File: src/rtl/cam_lvds_align_pkg.sv
// State encodings and defaults for the LVDS bitslip training controller.
// Shared by the top level and the per-lane word aligner.
package cam_lvds_align_pkg;

   typedef enum logic [1:0] {
      T_IDLE,
      T_WAIT_LOCK,
      T_TRAIN,
      T_DONE
   } top_state_t;

   typedef enum logic [2:0] {
      L_IDLE,
      L_CHECK,
      L_SLIP,
      L_SETTLE,
      L_DONE,
      L_FAILED
   } lane_state_t;

   localparam logic [7:0] DEF_TRAIN_WORD = 8'hA5;

endpackage

File: src/rtl/cam_lvds_align_lane.sv
// One lane of bitslip training: compare the word, slip on mismatch,
// settle, and declare DONE after a run of matches or FAILED when out of slips.
module cam_lvds_align_lane
   import cam_lvds_align_pkg::*;
#(
   parameter int               DESER         = 8,
   parameter logic [DESER-1:0] TRAIN_WORD    = DEF_TRAIN_WORD,
   parameter int               MATCH_COUNT   = 16,
   parameter int               MAX_SLIPS     = 16,
   parameter int               SETTLE_CYCLES = 4
) (
   input  logic             c,
   input  logic             rst,
   input  logic             clr,
   input  logic             go,
   input  logic [DESER-1:0] word,
   output logic             bitslip,
   output logic             done,
   output logic             failed,
   output logic             active
);

   localparam int MW = (MATCH_COUNT > 1) ? $clog2(MATCH_COUNT) : 1;
   localparam int SW = $clog2(MAX_SLIPS + 1);
   localparam int TW = (SETTLE_CYCLES > 1) ? $clog2(SETTLE_CYCLES) : 1;

   lane_state_t   state, state_n;
   logic [MW-1:0] match_cnt, match_n;
   logic [SW-1:0] slip_cnt, slip_n;
   logic [TW-1:0] settle_cnt, settle_n;

   always_ff @(posedge c) begin
      if (rst) begin
         state      <= L_IDLE;
         match_cnt  <= '0;
         slip_cnt   <= '0;
         settle_cnt <= '0;
         bitslip    <= 1'b0;
      end else begin
         state      <= state_n;
         match_cnt  <= match_n;
         slip_cnt   <= slip_n;
         settle_cnt <= settle_n;
         // the pulse is suppressed on the clearing edge so it never leaks out of training
         bitslip    <= (state == L_SLIP) && !clr;
      end
   end

   always_comb begin
      state_n  = state;
      match_n  = match_cnt;
      slip_n   = slip_cnt;
      settle_n = settle_cnt;
      if (clr) begin
         state_n  = L_IDLE;
         match_n  = '0;
         slip_n   = '0;
         settle_n = '0;
      end else begin
         unique case (state)
            L_IDLE: begin
               if (go) begin
                  state_n = L_CHECK;
                  match_n = '0;
                  slip_n  = '0;
               end
            end
            L_CHECK: begin
               if (word == TRAIN_WORD) begin
                  if (match_cnt == MW'(MATCH_COUNT - 1))
                     state_n = L_DONE;
                  else
                     match_n = match_cnt + MW'(1);
               end else begin
                  match_n = '0;
                  state_n = (slip_cnt == SW'(MAX_SLIPS)) ? L_FAILED : L_SLIP;
               end
            end
            L_SLIP: begin
               slip_n   = slip_cnt + SW'(1);
               settle_n = '0;
               state_n  = L_SETTLE;
            end
            L_SETTLE: begin
               if (settle_cnt == TW'(SETTLE_CYCLES - 1))
                  state_n = L_CHECK;
               else
                  settle_n = settle_cnt + TW'(1);
            end
            L_DONE:   ;
            L_FAILED: ;
            default:  state_n = L_IDLE;
         endcase
      end
   end

   assign done   = (state == L_DONE);
   assign failed = (state == L_FAILED);
   assign active = (state == L_CHECK) || (state == L_SLIP) ||
                   (state == L_SETTLE);

endmodule

File: src/rtl/cam_lvds_align.sv
// Bitslip training controller: waits for a stable receiver PLL lock, then
// trains every lane in parallel and reports per-lane and overall alignment.
module cam_lvds_align
   import cam_lvds_align_pkg::*;
#(
   parameter int               NUM_CH        = 5,
   parameter int               DESER         = 8,
   parameter logic [DESER-1:0] TRAIN_WORD    = DEF_TRAIN_WORD,
   parameter int               MATCH_COUNT   = 16,
   parameter int               MAX_SLIPS     = 16,
   parameter int               SETTLE_CYCLES = 4,
   parameter int               LOCK_WAIT     = 256
) (
   input  logic                    c,
   input  logic                    rst,
   input  logic                    start,
   input  logic                    pll_locked,
   input  logic [NUM_CH*DESER-1:0] rxd,
   output logic [NUM_CH-1:0]       bitslip,
   output logic [NUM_CH-1:0]       ch_aligned,
   output logic                    aligned,
   output logic                    fail,
   output logic                    busy
);

   localparam int LCW = (LOCK_WAIT > 1) ? $clog2(LOCK_WAIT) : 1;

   top_state_t     state, state_n;
   logic [LCW-1:0] lock_cnt, lock_cnt_n;
   logic           lock_m, lock_s;
   logic           lane_go, lane_clr;
   logic [NUM_CH-1:0] lane_done, lane_failed, lane_active;
   logic           all_done;

   assign all_done = &lane_done;

   always_ff @(posedge c) begin
      if (rst) begin
         lock_m     <= 1'b0;
         lock_s     <= 1'b0;
         state      <= T_IDLE;
         lock_cnt   <= '0;
         ch_aligned <= '0;
         aligned    <= 1'b0;
         fail       <= 1'b0;
         busy       <= 1'b0;
      end else begin
         lock_m     <= pll_locked;
         lock_s     <= lock_m;
         state      <= state_n;
         lock_cnt   <= lock_cnt_n;
         ch_aligned <= lane_clr ? '0 : lane_done;
         aligned    <= (state_n == T_DONE) && all_done;
         fail       <= (state_n == T_DONE) && !all_done && |lane_failed;
         busy       <= (state_n == T_WAIT_LOCK) || (state_n == T_TRAIN);
      end
   end

   always_comb begin
      state_n    = state;
      lock_cnt_n = '0;
      lane_go    = 1'b0;
      lane_clr   = 1'b0;
      // restart has priority over lock loss, which has priority over progress
      if (start) begin
         state_n  = T_WAIT_LOCK;
         lane_clr = 1'b1;
      end else if (state != T_IDLE && !lock_s) begin
         state_n  = T_WAIT_LOCK;
         lane_clr = 1'b1;
      end else begin
         unique case (state)
            T_IDLE: ;
            T_WAIT_LOCK: begin
               if (lock_cnt == LCW'(LOCK_WAIT - 1)) begin
                  state_n = T_TRAIN;
                  lane_go = 1'b1;
               end else begin
                  lock_cnt_n = lock_cnt + LCW'(1);
               end
            end
            T_TRAIN: begin
               if (all_done)
                  state_n = T_DONE;
               else if (|lane_failed && !(|lane_active))
                  state_n = T_DONE;
            end
            T_DONE: ;
            default: state_n = T_IDLE;
         endcase
      end
   end

   for (genvar k = 0; k < NUM_CH; k++) begin : g_lane
      cam_lvds_align_lane #(
         .DESER        (DESER),
         .TRAIN_WORD   (TRAIN_WORD),
         .MATCH_COUNT  (MATCH_COUNT),
         .MAX_SLIPS    (MAX_SLIPS),
         .SETTLE_CYCLES(SETTLE_CYCLES)
      ) u_lane (
         .c      (c),
         .rst    (rst),
         .clr    (lane_clr),
         .go     (lane_go),
         .word   (rxd[k*DESER +: DESER]),
         .bitslip(bitslip[k]),
         .done   (lane_done[k]),
         .failed (lane_failed[k]),
         .active (lane_active[k])
      );
   end

endmodule

File: config.mk
export PLATFORM = sky130hd
export DESIGN_NAME = cam_lvds_align
export DESIGN_NICKNAME = d
export VERILOG_FILES = /design/src/rtl/cam_lvds_align_pkg.sv /design/src/rtl/cam_lvds_align_lane.sv /design/src/rtl/cam_lvds_align.sv
export SDC_FILE = /design/constraint.sdc
export NUM_CORES = 1
export LEC_CHECK = 0
export BUFFER_PORTS_ARGS = -buffer_cell sky130_fd_sc_hd__buf_2
export CELL_PAD_IN_SITES_DETAIL_PLACEMENT = 0
export CELL_PAD_IN_SITES_GLOBAL_PLACEMENT = 2
export CORE_ASPECT_RATIO = 1.4
export CORE_UTILIZATION = 36
export CTS_BUF_LIST = sky130_fd_sc_hd__clkbuf_16
export CTS_CLUSTER_DIAMETER = 100
export DETAILED_ROUTE_END_ITERATION = 12
export PLACE_DENSITY = 0.75
export SYNTH_ARGS = -nofsm -noshare
export SYNTH_HDL_FRONTEND = slang
export SYNTH_HIERARCHICAL = 1
export SYNTH_SLANG_ARGS = --single-unit
File: constraint.sdc
create_clock -name c -period 3.49 [get_ports c]
set_clock_uncertainty 0.05 [all_clocks]
set_input_delay 0.1745 -clock c [delete_from_list [all_inputs] [get_ports c]]
set_output_delay 0.1745 -clock c [all_outputs]
set_load 0.005 [all_outputs]
==> results.txt <==
status -> completed
crit share post-route -> 73.7%
Final ANT Viol Nets -> 0
sequential power share -> 47.1%
sequential-to-total area share from yosys stat -> 36.5%
Inserted Diodes -> 0
Syn Nets -> 659
standard-cell row count -> 51
final hold violation count -> 0
CTS root buf -> clkbuf_16
Seq cells post-synth -> 95
CP required -> 3.67 ns
Max stage delay cell, worst path -> or4b_4
CP Launch Type -> flip-flop
EDFF count, synth -> 0
via/cell ratio -> 5.38
hpwl dp -> 8900 um
starting density of the core -> 37.1%
vias in the first global route -> 4100
register area -> 1900 sq um
Netlist Area Pre-Place -> 5210 sq um
PwrDens -> 387 nW/um^2
Logic pwr share -> 3.9%
quantity of I/O buffers inserted on ports -> 56
Worst VDD drop -> 215 uV
total setup buffers inserted after CTS -> 0
number of clock sinks -> 95
Slew @ Worst Pin -> 0.559 ns
CP Capture Type -> flip-flop
most common cell after layout, fill and taps aside -> dfxtp_1
synth warn -> 6
count of nets after finishing -> 708
die area -> 15000 sq um
P_sw -> 482 uW
multi-input combinational cell area -> 3110 sq um
Leakage -> 0.00234 uW
fmax -> 0.389 GHz
Fillers -> 1440
Synth Flop Type -> dfxtp_1
area growth from synthesis to layout -> 14.7%
grt ovf -> 0
share of layout cells above drive strength 1 -> 14.2%
clock power share -> 49.0%
first-pass GRT wire length -> 18900 um
Int Pwr -> 1830 uW
CTS H-Tree Depth -> 3
Max Slew Vio Count -> 0
First-pass DRT Iterations -> 4
hold_ws -> 0.166 ns
Max Cap Viol -> 0
via count -> 4458
most frequent cells in the layout -> dfxtp_1 (95), nor2_1 (74), buf_2 (56)
sequence of cells on the critical path -> inv_1 -> ha_1 -> o21bai_1 -> nor4_2 -> buf_4 -> or4b_4 -> o2111a_1 -> a211o_1
initial antenna violation count -> 0
Avg Inst Size Synth -> 8.84 sq um
GP Congestion -> 0.769
Data arrival, critical path -> 2.75 ns
cells after synthesis -> 589
Placed Cells -> 811
sw frac -> 20.9%
clk slew on worst S/H paths -> 0.07 ns
DRC viols -> 0
routed wire length -> 11700 um
hold buffers post-CTS -> 1
initial DRC count -> 231
Resize count post-CTS -> 0
hold crit path type -> input pin to flip-flop
Die Y -> 144 um
Max transition margin -> 62.6%
WS Path Type -> flip-flop to flip-flop
RSZ-0062 raised after global routing -> no
GRT Util Overall -> 15.7%
post-synth cell types -> 45
TritonCTS clock tree -> built
deepest clock path buffer count -> 2
CTS buffer count -> 9
total placed instance area -> 5620 sq um
largest net degree at the start of global routing -> 17
area of the core -> 14000 sq um
min Tclk post-route -> 2.57 ns
Crit path largest cell delay -> 0.51 ns
post-DR wirelength/cell -> 14.1 um
Die X -> 104 um
num ports -> 57
async set-reset flop share out of synthesis -> 0%
critical path fanouts, max -> 12
Non-Filler Instances -> 828
worst-skew pair later-pin latency -> 0.34 ns
Setup TNS -> 0 ns
Final setup viols -> 0
Design Area, Final -> 5970 sq um
critical path, delay by kind of cell (launching register included):
family                   cells  cell delay, ns
AO/OA/AOI/OAI                3            0.61
flip-flops                   1            0.32
buffers and inverters        2            0.39
AND/OR/NAND/NOR              2            0.91
adder cells (fa/ha/maj)      1            0.18
path summary, 6_finish.rpt:
| kind | start | to | slack (ns) | cells past startpoint |
|---|---|---|---|---|
| max | state[0] | g_lane[1].u_lane/match_cnt[3] | 0.92 | 8 |
| max reg2reg | state[0] | g_lane[1].u_lane/match_cnt[3] | 0.92 | 8 |
| min | rst | lock_m | 0.17 | 2 |
| min reg2reg | lock_cnt[0] | lock_cnt[0] | 0.40 | 1 |
power groups by stage:
stage | registers (uW) | logic [uW] | clock network (uW)
after CTS | 1090 | 90.8 | 1170
final | 1090 | 89.8 | 1130
after detailed placement | 1110 | 89.7 | 0
after global placement | 1110 | 88.2 | 0
after floorplan | 1110 | 44.4 | 0
after global routing | 1090 | 98.6 | 1220
metrics by stage:
step | utilization [%] | setup WS [ns] | total power (uW)
floorplan | - | 0.555 | 1160
global placement | 40.0 | 0.966 | 1200
detailed placement | 40.0 | 0.936 | 1200
CTS | 42.5 | 0.913 | 2350
global route | 42.5 | 0.738 | 2400
finish | 42.5 | 0.917 | 2310
sequential cells by signal, summed over array words and instances (netlist names):
name and flops:
busy 1, lock_cnt 8, g_lane.u_lane/slip_cnt 25, fail 1, lock_m 1, aligned 1, g_lane.u_lane/state 15, state 2
g_lane.u_lane/match_cnt 20, g_lane.u_lane/settle_cnt 10, g_lane.u_lane/bitslip 5, lock_s 1, ch_aligned 5
routing by layer:
metal	routed length [um]	GRT usage, %	vias up
met4	112	6.33	0
met5	0	0	-
met1	5280	18.2	2110
met2	6020	29.0	55
li1	-	-	2283
met3	265	2.34	10
cell type report:
class / instances / area share (%)
clock buffers: 9 / 3.77
repair buffers: 59 / 5.11
clock inverters: 7 / 2.01
multi-input cells: 451 / 52.0
inverters: 22 / 1.38
well taps: 185 / 3.88
flip-flops and latches: 95 / 31.8
Yosys cell counts (2+ instances only):
master | number | area [sq um]
nand2_1 | 28 | 105
nand4bb_1 | 5 | 56.3
a211o_1 | 10 | 87.6
dfxtp_1 | 95 | 1900
nand2b_1 | 16 | 100
ha_1 | 26 | 325
xor2_1 | 3 | 26.3
nor4b_1 | 5 | 43.8
nor2b_1 | 8 | 50.1
or4bb_1 | 10 | 113
a22oi_1 | 15 | 113
o211ai_1 | 6 | 45.0
or2_2 | 5 | 31.3
or4b_4 | 5 | 68.8
nand4_1 | 21 | 131
nor3_1 | 25 | 125
a21o_1 | 10 | 75.1
clkbuf_1 | 11 | 41.3
nor2_1 | 74 | 278
mux2i_1 | 20 | 200
and3b_1 | 5 | 43.8
a21oi_1 | 22 | 110
nor3b_1 | 20 | 150
and3_1 | 7 | 43.8
and2_1 | 15 | 93.8
nand3_1 | 20 | 100
o221ai_1 | 5 | 43.8
a32o_1 | 5 | 50.1
o2111a_1 | 5 | 56.3
buf_6 | 5 | 56.3
a211oi_1 | 6 | 45.0
o21a_1 | 5 | 37.5
o21bai_1 | 2 | 15.0
nor4_1 | 7 | 43.8
buf_2 | 5 | 25.0
xnor2_1 | 3 | 26.3
o21ai_0 | 12 | 60.1
inv_1 | 22 | 82.6
nor4bb_1 | 10 | 100
nor3b_2 | 5 | 62.6
logic make-up after synthesis:
| logic type | Yosys count | share of synthesized area [%] |
|---|---|---|
| fa+ha+maj | 26 | 6.25 |
| mux | 20 | 3.85 |
| flops | 95 | 36.5 |
| xor+xnor | 6 | 1.01 |
| simple gates | 293 | 33.8 |
| compound gates | 106 | 14.7 |
| buf+inv | 43 | 3.94 |
No activity file was read; power rests on OpenSTA's default activity.
